`src/rtl/bp_stream_io_arbiter_pkg.sv`:
```
// ============================================================================
//  Module   : bp_stream_io_arbiter_pkg
//  Brief    : Shared constants and helpers for the stream-host IO arbiter.
//  Revision : 1.0  initial release
// ============================================================================
`default_nettype none

package bp_stream_io_arbiter_pkg;

    // Default width of one single-flit bedrock memory message.
    localparam int c_cce_mem_msg_width = 64;

    function automatic int safe_clog2(input int n);
        return (n <= 1) ? 1 : $clog2(n);
    endfunction

endpackage : bp_stream_io_arbiter_pkg

`default_nettype wire

```
`src/rtl/bp_stream_io_arbiter_if.sv`:
```
// ============================================================================
//  Module   : bp_stream_io_arbiter_if
//  Brief    : Requester-side and chip-side command/response bundle.
//  Revision : 1.0  initial release
// ============================================================================
`default_nettype none

interface bp_stream_io_arbiter_if
    import bp_stream_io_arbiter_pkg::*;
#(
    parameter int num_req_p         = 2,
    parameter int msg_width_p       = c_cce_mem_msg_width,
    parameter int max_outstanding_p = 4
) ();

    localparam int cnt_width_lp = $clog2(max_outstanding_p + 1);

    logic [num_req_p*msg_width_p-1:0] req_cmd_i;
    logic [num_req_p-1:0]             req_cmd_v_i;
    logic [num_req_p-1:0]             req_cmd_yumi_o;
    logic [msg_width_p-1:0]           req_resp_o;
    logic [num_req_p-1:0]             req_resp_v_o;
    logic [num_req_p-1:0]             req_resp_ready_i;
    logic [msg_width_p-1:0]           io_cmd_o;
    logic                             io_cmd_v_o;
    logic                             io_cmd_yumi_i;
    logic [msg_width_p-1:0]           io_resp_i;
    logic                             io_resp_v_i;
    logic                             io_resp_ready_o;
    logic [cnt_width_lp-1:0]          outstanding_o;
    logic                             error_o;

    modport slave (
        input  req_cmd_i, req_cmd_v_i, req_resp_ready_i,
        input  io_cmd_yumi_i, io_resp_i, io_resp_v_i,
        output req_cmd_yumi_o, req_resp_o, req_resp_v_o,
        output io_cmd_o, io_cmd_v_o, io_resp_ready_o, outstanding_o, error_o
    );

    modport master (
        output req_cmd_i, req_cmd_v_i, req_resp_ready_i,
        output io_cmd_yumi_i, io_resp_i, io_resp_v_i,
        input  req_cmd_yumi_o, req_resp_o, req_resp_v_o,
        input  io_cmd_o, io_cmd_v_o, io_resp_ready_o, outstanding_o, error_o
    );

endinterface : bp_stream_io_arbiter_if

`default_nettype wire

```
`src/rtl/bp_stream_io_tag_fifo.sv`:
```
// ============================================================================
//  Module   : bp_stream_io_tag_fifo
//  Brief    : Small in-order FIFO of source IDs for commands awaiting a response.
//  Revision : 1.0  initial release
// ============================================================================
`default_nettype none

module bp_stream_io_tag_fifo
    import bp_stream_io_arbiter_pkg::*;
#(
    parameter int depth_p = 4,
    parameter int width_p = 1
) (
    input  logic                           clk_i,
    input  logic                           reset_n_i,
    input  logic                           push_i,
    input  logic [width_p-1:0]             data_i,
    input  logic                           pop_i,
    output logic [width_p-1:0]             data_o,
    output logic                           full_o,
    output logic                           empty_o,
    output logic [$clog2(depth_p+1)-1:0]   count_o
);

    localparam int ptr_width_lp = safe_clog2(depth_p);
    localparam int cnt_width_lp = $clog2(depth_p + 1);

    logic [width_p-1:0]      mem_q [depth_p];
    logic [width_p-1:0]      mem_d [depth_p];
    logic [ptr_width_lp-1:0] wr_ptr_q, wr_ptr_d;
    logic [ptr_width_lp-1:0] rd_ptr_q, rd_ptr_d;
    logic [cnt_width_lp-1:0] count_q, count_d;
    logic                    push_ok, pop_ok;

    // Pointers wrap explicitly so non-power-of-two depths work.
    function automatic logic [ptr_width_lp-1:0] next_ptr(input logic [ptr_width_lp-1:0] p);
        return (p == ptr_width_lp'(depth_p - 1)) ? '0 : p + ptr_width_lp'(1);
    endfunction

    assign full_o  = (count_q == cnt_width_lp'(depth_p));
    assign empty_o = (count_q == '0);
    assign count_o = count_q;
    assign data_o  = mem_q[rd_ptr_q];

    always_comb begin
        push_ok  = push_i & ~full_o;
        pop_ok   = pop_i & ~empty_o;
        mem_d    = mem_q;
        wr_ptr_d = wr_ptr_q;
        rd_ptr_d = rd_ptr_q;
        count_d  = count_q;
        if (push_ok) begin
            mem_d[wr_ptr_q] = data_i;
            wr_ptr_d        = next_ptr(wr_ptr_q);
        end
        if (pop_ok) begin
            rd_ptr_d = next_ptr(rd_ptr_q);
        end
        case ({push_ok, pop_ok})
            2'b10:   count_d = count_q + cnt_width_lp'(1);
            2'b01:   count_d = count_q - cnt_width_lp'(1);
            default: count_d = count_q;
        endcase
    end

    always_ff @(posedge clk_i or negedge reset_n_i) begin
        if (!reset_n_i) begin
            for (int i = 0; i < depth_p; i++) begin
                mem_q[i] <= '0;
            end
            wr_ptr_q <= '0;
            rd_ptr_q <= '0;
            count_q  <= '0;
        end else begin
            mem_q    <= mem_d;
            wr_ptr_q <= wr_ptr_d;
            rd_ptr_q <= rd_ptr_d;
            count_q  <= count_d;
        end
    end

endmodule : bp_stream_io_tag_fifo

`default_nettype wire

```
`src/rtl/bp_stream_io_arbiter.sv`:
```
// ============================================================================
//  Module   : bp_stream_io_arbiter
//  Brief    : Round-robin sharing of the host IO command channel; responses
//             are steered back to their issuer in order via a source-ID FIFO.
//  Revision : 1.0  initial release
// ============================================================================
`default_nettype none

module bp_stream_io_arbiter
    import bp_stream_io_arbiter_pkg::*;
#(
    parameter int num_req_p         = 2,
    parameter int msg_width_p       = c_cce_mem_msg_width,
    parameter int max_outstanding_p = 4
) (
    input  logic                     clk_i,
    input  logic                     reset_n_i,
    bp_stream_io_arbiter_if.slave    io
);

    localparam int lg_req_lp    = safe_clog2(num_req_p);
    localparam int cnt_width_lp = $clog2(max_outstanding_p + 1);

    logic [lg_req_lp-1:0]    rr_ptr_q, rr_ptr_d;
    logic [lg_req_lp-1:0]    lock_id_q, lock_id_d;
    logic                    lock_q, lock_d;
    logic                    error_q, error_d;
    logic [lg_req_lp-1:0]    grant_id;
    logic [lg_req_lp-1:0]    head_id;
    logic                    found;
    logic                    cmd_v, cmd_fire;
    logic                    resp_ready, resp_fire;
    logic                    fifo_full, fifo_empty;
    logic [cnt_width_lp-1:0] fifo_count;
    logic [num_req_p-1:0]    cmd_yumi, resp_v;

    always_comb begin : grant_select
        grant_id = rr_ptr_q;
        found    = 1'b0;
        if (lock_q) begin
            grant_id = lock_id_q;
        end else begin
            for (int i = 0; i < num_req_p; i++) begin
                if (!found && io.req_cmd_v_i[(int'(rr_ptr_q) + i) % num_req_p]) begin
                    found    = 1'b1;
                    grant_id = lg_req_lp'((int'(rr_ptr_q) + i) % num_req_p);
                end
            end
        end
    end

    // Gated by reset so the channel reads idle the instant reset asserts,
    // even while requesters still hold their valids.
    assign cmd_v    = reset_n_i & (|io.req_cmd_v_i) & ~fifo_full;
    assign cmd_fire = cmd_v & io.io_cmd_yumi_i;

    always_comb begin : cmd_ctrl
        rr_ptr_d  = rr_ptr_q;
        lock_d    = lock_q;
        lock_id_d = lock_id_q;
        cmd_yumi  = '0;
        if (cmd_fire) begin
            cmd_yumi[grant_id] = 1'b1;
            rr_ptr_d = (grant_id == lg_req_lp'(num_req_p - 1)) ? '0
                                                                : grant_id + lg_req_lp'(1);
            lock_d   = 1'b0;
        end else if (cmd_v) begin
            lock_d    = 1'b1;
            lock_id_d = grant_id;
        end
    end

    assign resp_ready = ~fifo_empty & io.req_resp_ready_i[head_id];
    assign resp_fire  = io.io_resp_v_i & resp_ready;
    assign error_d    = error_q | (io.io_resp_v_i & fifo_empty);

    always_comb begin : resp_steer
        resp_v = '0;
        if (io.io_resp_v_i && !fifo_empty) begin
            resp_v[head_id] = 1'b1;
        end
    end

    bp_stream_io_tag_fifo #(
        .depth_p (max_outstanding_p),
        .width_p (lg_req_lp)
    ) u_tag_fifo (
        .clk_i     (clk_i),
        .reset_n_i (reset_n_i),
        .push_i    (cmd_fire),
        .data_i    (grant_id),
        .pop_i     (resp_fire),
        .data_o    (head_id),
        .full_o    (fifo_full),
        .empty_o   (fifo_empty),
        .count_o   (fifo_count)
    );

    always_ff @(posedge clk_i or negedge reset_n_i) begin
        if (!reset_n_i) begin
            rr_ptr_q  <= '0;
            lock_q    <= 1'b0;
            lock_id_q <= '0;
            error_q   <= 1'b0;
        end else begin
            rr_ptr_q  <= rr_ptr_d;
            lock_q    <= lock_d;
            lock_id_q <= lock_id_d;
            error_q   <= error_d;
        end
    end

    assign io.io_cmd_o        = io.req_cmd_i[int'(grant_id)*msg_width_p +: msg_width_p];
    assign io.io_cmd_v_o      = cmd_v;
    assign io.req_cmd_yumi_o  = cmd_yumi;
    assign io.req_resp_o      = io.io_resp_i;
    assign io.req_resp_v_o    = resp_v;
    assign io.io_resp_ready_o = resp_ready;
    assign io.outstanding_o   = fifo_count;
    assign io.error_o         = error_q;

`ifndef SYNTHESIS
    a_yumi_needs_valid : assert property (
        @(posedge clk_i) disable iff (!reset_n_i) io.io_cmd_yumi_i |-> io.io_cmd_v_o
    );
`endif

endmodule : bp_stream_io_arbiter

`default_nettype wire
```
`src/flat_wrapper.sv`:
```
// flat-port wrapper written by rule: the top's interface ports become plain ports
module bp_stream_io_arbiter_flat import bp_stream_io_arbiter_pkg::*;
#(
    parameter int num_req_p         = 2,
    parameter int msg_width_p       = c_cce_mem_msg_width,
    parameter int max_outstanding_p = 4
)
  (clk_i, reset_n_i, io_req_cmd_i, io_req_cmd_v_i, io_req_resp_ready_i, io_io_cmd_yumi_i, io_io_resp_i, io_io_resp_v_i, io_req_cmd_yumi_o, io_req_resp_o, io_req_resp_v_o, io_io_cmd_o, io_io_cmd_v_o, io_io_resp_ready_o, io_outstanding_o, io_error_o);
  bp_stream_io_arbiter_if #(.num_req_p(num_req_p), .msg_width_p(msg_width_p), .max_outstanding_p(max_outstanding_p)) io_i ();
  input  logic clk_i;
  input  logic reset_n_i;
  input wire logic [$bits(io_i.req_cmd_i)-1:0] io_req_cmd_i;
  input wire logic [$bits(io_i.req_cmd_v_i)-1:0] io_req_cmd_v_i;
  input wire logic [$bits(io_i.req_resp_ready_i)-1:0] io_req_resp_ready_i;
  input wire logic [$bits(io_i.io_cmd_yumi_i)-1:0] io_io_cmd_yumi_i;
  input wire logic [$bits(io_i.io_resp_i)-1:0] io_io_resp_i;
  input wire logic [$bits(io_i.io_resp_v_i)-1:0] io_io_resp_v_i;
  output wire logic [$bits(io_i.req_cmd_yumi_o)-1:0] io_req_cmd_yumi_o;
  output wire logic [$bits(io_i.req_resp_o)-1:0] io_req_resp_o;
  output wire logic [$bits(io_i.req_resp_v_o)-1:0] io_req_resp_v_o;
  output wire logic [$bits(io_i.io_cmd_o)-1:0] io_io_cmd_o;
  output wire logic [$bits(io_i.io_cmd_v_o)-1:0] io_io_cmd_v_o;
  output wire logic [$bits(io_i.io_resp_ready_o)-1:0] io_io_resp_ready_o;
  output wire logic [$bits(io_i.outstanding_o)-1:0] io_outstanding_o;
  output wire logic [$bits(io_i.error_o)-1:0] io_error_o;
  assign io_i.req_cmd_i = io_req_cmd_i;
  assign io_i.req_cmd_v_i = io_req_cmd_v_i;
  assign io_i.req_resp_ready_i = io_req_resp_ready_i;
  assign io_i.io_cmd_yumi_i = io_io_cmd_yumi_i;
  assign io_i.io_resp_i = io_io_resp_i;
  assign io_i.io_resp_v_i = io_io_resp_v_i;
  assign io_req_cmd_yumi_o = io_i.req_cmd_yumi_o;
  assign io_req_resp_o = io_i.req_resp_o;
  assign io_req_resp_v_o = io_i.req_resp_v_o;
  assign io_io_cmd_o = io_i.io_cmd_o;
  assign io_io_cmd_v_o = io_i.io_cmd_v_o;
  assign io_io_resp_ready_o = io_i.io_resp_ready_o;
  assign io_outstanding_o = io_i.outstanding_o;
  assign io_error_o = io_i.error_o;
  bp_stream_io_arbiter #(.num_req_p(num_req_p), .msg_width_p(msg_width_p), .max_outstanding_p(max_outstanding_p)) u_core (.clk_i(clk_i), .reset_n_i(reset_n_i), .io(io_i));
endmodule
```
`config.mk`:
```
export PLATFORM = sky130hd
export DESIGN_NAME = bp_stream_io_arbiter_flat
export DESIGN_NICKNAME = d
export VERILOG_FILES = /design/src/rtl/bp_stream_io_arbiter_pkg.sv /design/src/rtl/bp_stream_io_arbiter_if.sv /design/src/rtl/bp_stream_io_tag_fifo.sv /design/src/rtl/bp_stream_io_arbiter.sv /design/src/flat_wrapper.sv
export SDC_FILE = /design/constraint.sdc
export NUM_CORES = 1
export LEC_CHECK = 0
export ABC_CLOCK_PERIOD_IN_PS = 3600
export CORE_AREA = 2 2 131 133
export CTS_CLUSTER_DIAMETER = 100
export DETAILED_ROUTE_END_ITERATION = 10
export DIE_AREA = 0 0 133 135
export PLACE_DENSITY = 0.51
export SETUP_SLACK_MARGIN = 0.15
export SLEW_MARGIN = 20
export SYNTH_ARGS = -nofsm -noshare
export SYNTH_HDL_FRONTEND = slang
export SYNTH_SLANG_ARGS = --single-unit
```
`constraint.sdc`:
```
create_clock -name clk_i -period 3.6 [get_ports clk_i]
set_input_delay 0.36 -clock clk_i [delete_from_list [all_inputs] [get_ports clk_i]]
set_output_delay 0.36 -clock clk_i [all_outputs]
set_load 0.005 [all_outputs]
```
# After elaboration in Yosys (flattened, before gate mapping)

Index checks and enable logic that the tools add are counted.
Widths: inputs -> output; s select.

Bitwise logic cells: 15
Muxes and demuxes: 29
Equal/unequal tests: 5
Shifts and indexed selects: 1
Add/subtract/negate cells: 6
Reduce and logical (&&, ||, !) cells: 12
$lt $le $gt $ge: 9

Operators with widths:

| operator            | number |
|---|---|
| $shiftx 128x8->64   | 1 |
| $mux 1              | 19 |
| $and 1x1->1         | 8 |
| $mux 2              | 4 |
| $eq 2x2->1 const B  | 3 |
| $ge 3x3->1 const B  | 2 |
| $lt 1x2->1 const B  | 3 |
| $not 2->3           | 2 |
| $pmux 3 s2          | 1 |
| $logic_and 1x1->1   | 5 |
| $add 2x1->2 const B | 2 |
| $bwmux 4            | 1 |
| $reduce_bool 2->1   | 2 |
| $add 3x1->3 const B | 1 |
| $eq 3x3->1 const B  | 1 |
| $logic_not 3->1     | 1 |
| $lt 2x3->1 const B  | 1 |
| $lt 3x1->1 const B  | 1 |
| $not 1->1           | 3 |
| $sub 3x1->3 const B | 1 |
| $add 1x1->1 const B | 2 |
| $bmux 1 s2          | 1 |
| $demux 1 s1         | 2 |
| $demux 1 s2         | 1 |
| other kinds (7)     | 9 |

Flip-flop bits (word level): 15
Word-level logic and storage cells: 88

# Longest topological paths before layout

Gate-level depths: netlist (run 1).

Word-level depth: 13
Gate-level depth with buffers: 10
Mapped depth without buffers: 9

# By module

From an unflattened synthesis (run 1), not the netlist that was laid out.

Cell total of the unflattened synthesis: 225
Area total of the unflattened synthesis: 2200.9 µm²

Modules (own cells, without submodules):

| module                | cells each | times used | area each (µm²) |
|---|---|---|---|
| bp_stream_io_arbiter  | 168        | 1          | 1567.8 |
| bp_stream_io_tag_fifo | 57         | 1          | 633.1 |

# Least setup slack after synthesis (run 1)

OpenSTA, ideal clock, no wires.

Path kind: register to register
Start: reg u_core.u_tag_fifo.rd_ptr_q[0]
End: reg u_core.u_tag_fifo.count_q[2] (netlist: u_core.u_tag_fifo.count_o[2])
Arrival: 2226 ps
Setup time: 79 ps
Cell stages (with the launch flop): 10
Period minus slack after synthesis: 2305 ps
Path slack: 1295 ps
Cell sequence: dfrtp_1 > mux4_2 > mux2i_1 > nor2_1 > ha_1 > inv_1 > fa_1 > xor2_1 > nor2_1 > xor2_1

Longest elaborated chain between the ends: 11
Elaborated cells on any way between the ends: 13

RTL lines:

| element                                         | line                        | text |
|---|---|---|
| from (decl)                                     | bp_stream_io_tag_fifo.sv:31 | `logic [ptr_width_lp-1:0] rd_ptr_q, rd_ptr_d;` |
| from (signal assigned)                          | bp_stream_io_tag_fifo.sv:77 | `rd_ptr_q <= rd_ptr_d;` |
| $not 2->3 (implied by the code) (*)             | bp_stream_io_tag_fifo.sv:43 | `assign data_o = mem_q[rd_ptr_q];` |
| $bmux 1 s2 (*)                                  | bp_stream_io_tag_fifo.sv:43 |  |
| $mux 1 (implied by the code) (*) (2 in series)  | bp_stream_io_tag_fifo.sv:43 |  |
| $mux 1 (implied by the code) (*) (2 in series)  | bp_stream_io_arbiter.sv:73  | `assign resp_ready = ~fifo_empty & io.req_resp_ready_i[head_id];` |
| $and 1x1->1 (*)                                 | bp_stream_io_arbiter.sv:73  |  |
| $and 1x1->1 (*)                                 | bp_stream_io_arbiter.sv:74  | `assign resp_fire = io.io_resp_v_i & resp_ready;` |
| $and 1x1->1 (*)                                 | bp_stream_io_tag_fifo.sv:47 | `pop_ok = pop_i & ~empty_o;` |
| named net u_core.u_tag_fifo.pop_ok              | bp_stream_io_tag_fifo.sv:33 | `logic push_ok, pop_ok;` |
| $eq 2x1->1 or $eq 2x2->1 (tied branches)        | bp_stream_io_tag_fifo.sv:59 | `case ({push_ok, pop_ok})` |
| $pmux 3 s2 or $reduce_bool 2->1 (tied branches) | n/a                         |  |
| to (signal assigned)                            | bp_stream_io_tag_fifo.sv:78 | `count_q <= count_d;` |
| to (decl)                                       | bp_stream_io_tag_fifo.sv:32 | `logic [cnt_width_lp-1:0] count_q, count_d;` |

The timed path passes the listed nets; every way through them passes the cells marked *. The select of a mux whose other input is x is not followed.
A chain may end at the register's enable or synchronous reset.

# Worst setup path after layout (run 1)

Start: in io_req_cmd_v_i[0]
End: out io_io_cmd_o[17]

Longest elaborated chain between the ends: 9
Elaborated cells on any way between the ends: 12

RTL lines:

| element                                    | line                        | text |
|---|---|---|
| from (decl)                                | flat_wrapper.sv:13          | `input wire logic [$bits(io_i.req_cmd_v_i)-1:0] io_req_cmd_v_i;` |
| $mux 1 (implied by the code) (2 in series) | bp_stream_io_arbiter.sv:44  | `if (!found && io.req_cmd_v_i[(int'(rr_ptr_q) + i) % num_req_p]) begin` |
| $mux 1                                     | bp_stream_io_arbiter.sv:44  |  |
| $mux 1                                     | bp_stream_io_arbiter.sv:40  | `if (lock_q) begin` |
| $logic_not 1->1                            | bp_stream_io_arbiter.sv:44  |  |
| $logic_and 1x1->1 (*)                      | bp_stream_io_arbiter.sv:44  |  |
| $mux 1 (*)                                 | bp_stream_io_arbiter.sv:44  |  |
| $mux 1 (*)                                 | bp_stream_io_arbiter.sv:40  |  |
| $shiftx 128x8->64 (*)                      | bp_stream_io_arbiter.sv:113 | `assign io.io_cmd_o = io.req_cmd_i[int'(grant_id)*msg_width_p +: msg_width_p];` |
| to (decl)                                  | flat_wrapper.sv:21          | `output wire logic [$bits(io_i.io_cmd_o)-1:0] io_io_cmd_o;` |

Every way passes the cells marked *; elsewhere a longest branch is shown, timed or not. The select of a mux whose other input is x is not followed.

==> run metrics, run 1 <==
status completed; RD Place Congestion 0.801; syn_area_per_cell 9.83 sq um; worst path arrival time 2610 ps; register bit total from synthesis 15; Via Count 2001; crit path max fanout 26; final instance area 0.00402 sq mm; Setup Skew 1.32 ps; initial drt markers 64; Cell Chain, Critical Path clkdlybuf4s50_1 > inv_1 > maj3_2 > mux2i_4 > buf_4 > mux2_2 > clkdlybuf4s50_1; Primary FF master, synth dfrtp_1; Pre-antenna DRT Iters 4; LEAKAGE 1.50 nW; Design Power 0.00220 W; peak per-stage delay on the critical path 470 ps; final wirelength 10900 um; Starting Density 12.5%; Final nets 561; Max Buffers Root-to-Sink 2; Placed Area 0.00394 sq mm; Synth Net Count 415; Mapped Area 0.00204 sq mm; vias in the first global route 2153; Worst setup SP type input pin; library cells used by synthesis 26; HPWL Detailed 9430 um; Die Wd 133 um; final setup TNS 0 ps; Reg clk slew, reported paths 50 ps; critical path class input pin to output port; maximum vdd drop 0.212 mV; commonest cells after routing, fill and taps aside clkdlybuf4s50_1, mux2_2, dfrtp_1; Die ar. 0.0180 sq mm; n_diodes 0; Layout area overhead 96.4%; Seq/Total Area, Yosys 18.4%; power density cells 548 mW/mm^2; Fin. Hold Viols 0; CP required 3240 ps; commonest non-fill, non-tap cell in the layout clkdlybuf4s50_1; WL/cell 18.9 um; fin crit share 82.4%; first-pass GRT wire length 14700 um; setup bufs post-CTS 0; drt drc 0; max-slew violations 0; layout cells sized above 1 21.2%; largest net degree at the start of global routing 47; DIE HEIGHT 135 um; H-tree Lvls 1; asr flop ratio synth 100%; grt ovf 0; # fillers 1755; CP most frequent cell clkdlybuf4s50_1; number of synthesized flops with an enable pin 0; Max-cap violations 0; Core Area 0.0164 sq mm; Num Clock Sinks 15; Port-buffer cells 209; number of top-level pins 338; clk_lat worst skew 250 ps; Post-CTS Resized 0; Vias/cell 3.49; Mapped Cells 208; CTS tree yes; fmax 337 MHz; initial antenna violation count 0; final setup violation count 0; HP Class register to register; # rows 47; Routed Antenna Nets 0; TritonCTS buffer count 3; CP Capture Type output port; Worst Tran Pin Value 482 ps; RSZ-0062 raised after global routing no; Slowest cell on crit path clkdlybuf4s50_1; Rel. slew slack 67.6%; cts hold-fix bufs 0; post-layout min period 2970 ps; Clock Root Buffer clkbuf_16; synth warn 0; GRT Resource Usage Total 11.2%
synth_stat cells, types with 2 or more instances:
library cell,n,area share (%)
buf_4,64,24
mux2_2,63,35
dfrtp_1,15,18
nor2_1,10,1.8
inv_1,8,1.5
buf_2,7,1.7
a21oi_1,6,1.5
ha_1,6,3.7
a31oi_1,5,1.5
mux2_1,5,2.8
mux2i_1,2,0.98
o21ai_0,2,0.49
xor2_1,2,0.86
path summary, 6_finish.rpt:
path | endpoint | cells past startpoint | slack [ps] | start
worst min register to register | u_core.io.error_o$_DFF_PN0_ | 1 | 450 | u_core.io.error_o$_DFF_PN0_
worst min-delay path | u_core.io.error_o$_DFF_PN0_ | 1 | 450 | u_core.io.error_o$_DFF_PN0_
worst max register to register | u_core.u_tag_fifo.count_o[2]$_DFFE_PN0P_ | 9 | 1040 | u_core.u_tag_fifo.rd_ptr_q[0]$_DFFE_PN0P_
min in group asynchronous | u_core.rr_ptr_q$_DFFE_PN0N_ | 2 | 470 | reset_n_i
worst max-delay path | io_io_cmd_o[17] | 7 | 630 | io_req_cmd_v_i[0]
max in group asynchronous | u_core.io.error_o$_DFF_PN0_ | 2 | 2950 | reset_n_i
sequential cells by signal, indices dropped and copies added, names as in the netlist:
register,count
u_core.io.error_o,1
u_core.u_tag_fifo.rd_ptr_q,2
u_core.lock_q,1
u_core.u_tag_fifo.mem_q,4
u_core.rr_ptr_q,1
u_core.lock_id_q,1
u_core.u_tag_fifo.count_o,3
u_core.u_tag_fifo.wr_ptr_q,2
power breakdown:
| part | switching (W) | internal [W] | leakage (nW) |
|---|---|---|---|
| clock | 0.0000716 | 0.000149 | 0.0409 |
| sequential | 0.0000833 | 0.000253 | 0.170 |
| combinational | 0.000587 | 0.00106 | 1.29 |
| total | 0.000742 | 0.00146 | 1.50 |
critical path, delay by kind of cell:
kind / cells / cell delay (ps)
multiplexers: 2 / 570
buffers and inverters: 4 / 1340
adder cells (fa/ha/maj): 1 / 310
cell families after synthesis:
group | count (synthesis) | synth area share (%)
fa+ha+maj | 8 | 5.20
buf+inv | 80 | 26.9
xor+xnor | 3 | 1.29
flops | 15 | 18.4
simple gates | 15 | 3.18
mux | 72 | 40.6
compound gates | 15 | 4.47
layer usage:
layer	track usage, %	wire length [um]	vias up
met3	3.79	961	6
met1	14.6	4700	920
met2	18.2	5120	138
li1	-	-	937
met5	0	0	-
met4	1.85	68	0
area by class of cell:
cell class | count | area (sq um) | area share (%)
Timing Repair Buffer | 213 | 2130 | 53.2
Multi-Input combinational cell | 113 | 1120 | 27.9
Sequential cell | 15 | 375 | 9.35
Tap cell | 220 | 275 | 6.86
Clock buffer | 3 | 75.1 | 1.87
Inverter | 8 | 30.0 | 0.748
Clock inverter | 1 | 5.00 | 0.125
stage by stage:
stage                     hold slack [ps]  util [%]  instances  setup slack [ps]
final                                 455      24.5        573               635
after global routing                  472      24.5        573               542
after CTS                             459      24.5        573               611
after detailed placement              447      24.0        569               616
after global placement                444      24.0        569               643
after floorplan                      64.4         -        208              1290
No activity file was read; power rests on OpenSTA's default activity.
==> inputs of run 2 (changes only) <==
- ABC_CLOCK_PERIOD_IN_PS: 3600 -> 2540
- CORE_AREA: 2 2 131 133 -> 2 2 132 134
- DIE_AREA: 0 0 133 135 -> 0 0 134 136
- PLACE_DENSITY: 0.51 -> 0.52
- clock period: 3.6 -> 2.54 ns (I/O delays scaled with it)
==> run metrics, run 2 (synthesized netlist as in run 1, its figures left out) <==
Worst setup SP type register; initial drt markers 36 (-44%); Design Power 0.00365 W (+66%); Port-buffer cells 209 (unchanged); Die ar. 0.0182 sq mm (+1.5%); Slowest cell on crit path dfrtp_1; crit path max fanout 7 (-73%); Vias/cell 3.53 (+1.0%); # rows 48 (+2.1%); Rel. slew slack 79.1% (+12 points); RD Place Congestion 0.787 (-1.8%); initial antenna violation count 0 (unchanged); WL/cell 18.3 um (-3.3%); LEAKAGE 1.79 nW (+20%); drt drc 0 (unchanged); layout cells sized above 1 36.5% (+15 points); Via Count 2138 (+6.8%); number of flip-flops in the largest register 4 (unchanged); HP Class input pin to asynchronous set/reset pin; peak per-stage delay on the critical path 380 ps (-90 ps); CP Capture Type output port; Setup Skew 4.90 ps (+3.59 ps); Pre-antenna DRT Iters 4 (unchanged); busiest grt layer met2; final setup TNS 0 ps (unchanged); post-layout min period 2350 ps; Fin Hold WS 381 ps (-73.3 ps); routing usage on met1 12.7% (-1.9 points); fin crit share 92.5%; max-slew violations 0 (unchanged); routing usage on met2 19.5% (+1.4 points); Reg clk slew, reported paths 50 ps (about the same); CTS tree yes; maximum vdd drop 0.313 mV (+47%); Core Area 0.0169 sq mm (+2.9%); Final nets 589 (+5.0%); Core Util, Final 25.4% (+0.94 points); GR Layer Usage met3 3.95% (+0.16 points); commonest non-fill, non-tap cell in the layout clkdlybuf4s50_1; largest net degree at the start of global routing 16 (-66%); Sw Ratio 33.1% (-0.64 points); cell internal pwr 0.00244 W (+68%); vias in the first global route 2338 (+8.6%); commonest cells after routing, fill and taps aside clkdlybuf4s50_1, mux2_2, dlygate4sd2_1; fmax 426 MHz; final setup violation count 0 (unchanged); Routed Antenna Nets 0 (unchanged); Num Clock Sinks 15 (unchanged); part of the power in the clock network 8.4% (-1.6 points); Gate power share 78.9% (+4.2 points); Cell Chain, Critical Path maj3_2 > mux2i_4 > buf_12 > buf_12 > buf_8 > mux2_2 > clkdlybuf4s15_1; Flop pwr share 12.8% (-2.5 points); Fin. Hold Viols 0 (unchanged); grt ovf 0 (unchanged); n_diodes 0 (unchanged); Starting Density 12.1% (-0.35 points); worst path arrival time 2090 ps (-520 ps); DIE HEIGHT 136 um (+0.74%); H-tree Lvls 1 (unchanged); power density cells 851 mW/mm^2 (+55%); RSZ-0062 raised after global routing yes; CP most frequent cell buf_12; HPWL Detailed 9560 um (+1.3%); Clock Root Buffer clkbuf_16; Max-cap violations 0 (unchanged); Die Wd 134 um (+0.75%); critical path class register to output port; Net Sw Power 0.00121 W (+63%); Layout area overhead 110%; Worst Tran Pin Value 311 ps (-170 ps); Largest Register u_core.u_tag_fifo.mem_q; Max Buffers Root-to-Sink 2 (unchanged); GRT Resource Usage Total 11.1% (-0.059 points); CP required 2290 ps (-950 ps); FF-to-FF path depth 9 (unchanged); status completed; number of top-level pins 338 (unchanged); cts hold-fix bufs 0 (unchanged); TritonCTS buffer count 3 (unchanged); clk_lat worst skew 250 ps (about the same); final wirelength 11100 um (+2.3%); first-pass GRT wire length 15000 um (+1.9%)
==> run 2: per-layer routing <==
metal | wire length, um | vias to the layer above
li1 | - | 990
met1 | 4110 | 986
met2 | 5650 | 154
met3 | 1030 | 8
met4 | 300 | 0
met5 | 0 | -
==> run 2: worst max-delay path: cells and delay by family, from the launching register on <==
kind | cells | cell delay (ps)
mux | 2 | 530
fa+ha+maj | 1 | 330
buf+inv | 4 | 620
flops | 1 | 380
==> run 2: final cells by class <==
class                           count  area (sq um)
Tap cell                          225           282
Clock inverter                      1          5.00
Fill cell                        1810         12600
Sequential cell                    15           375
Multi-Input combinational cell    113          1160
Inverter                            8          30.0
Timing Repair Buffer              241          2360
Clock buffer                        3          75.1
==> run 2: power groups by stage <==
stage,clock [W],combinational (W),sequential [W]
CTS,0.000314,0.00287,0.000469
global route,0.000323,0.00310,0.000489
finish,0.000305,0.00288,0.000466
floorplan,0,0.00119,0.000450
global placement,0,0.00252,0.000467
detailed placement,0,0.00254,0.000476
==> run 2: worst paths after layout <==
kind | slack [ps] | from | endpoint
max | 190 | u_core.rr_ptr_q$_DFFE_PN0N_ | io_io_cmd_o[44]
min | 380 | reset_n_i | u_core.io.error_o$_DFF_PN0_
max reg2reg | 230 | u_core.u_tag_fifo.rd_ptr_q[0]$_DFFE_PN0P_ | u_core.u_tag_fifo.count_o[2]$_DFFE_PN0P_
min reg2reg | 450 | u_core.io.error_o$_DFF_PN0_ | u_core.io.error_o$_DFF_PN0_
max in group asynchronous | 1970 | reset_n_i | u_core.u_tag_fifo.mem_q[3]$_DFFE_PN0P_
min in group clk_i | 450 | u_core.io.error_o$_DFF_PN0_ | u_core.io.error_o$_DFF_PN0_
==> run 2: what timing repair did <==
item | in CTS | in global routing
pin swaps | 3 | 3
buffers inserted | 12 | 1
gates cloned | 2 | 1
endpoints found under the setup margin | 66 | 30
gates resized for setup | 152 | 33
endpoints found under the hold margin | 0 | 0
==> run 2: per-stage QoR <==
step | std cells | instance area (sq um) | setup WS [ps]
3_5_place_dp | 586 | 4060 | -191
3_3_place_gp | 586 | 4060 | -181
4_1_cts | 604 | 4310 | 130
5_1_grt | 606 | 4290 | 95.0
6_report | 606 | 4290 | 191
2_1_floorplan | 208 | 2040 | 235
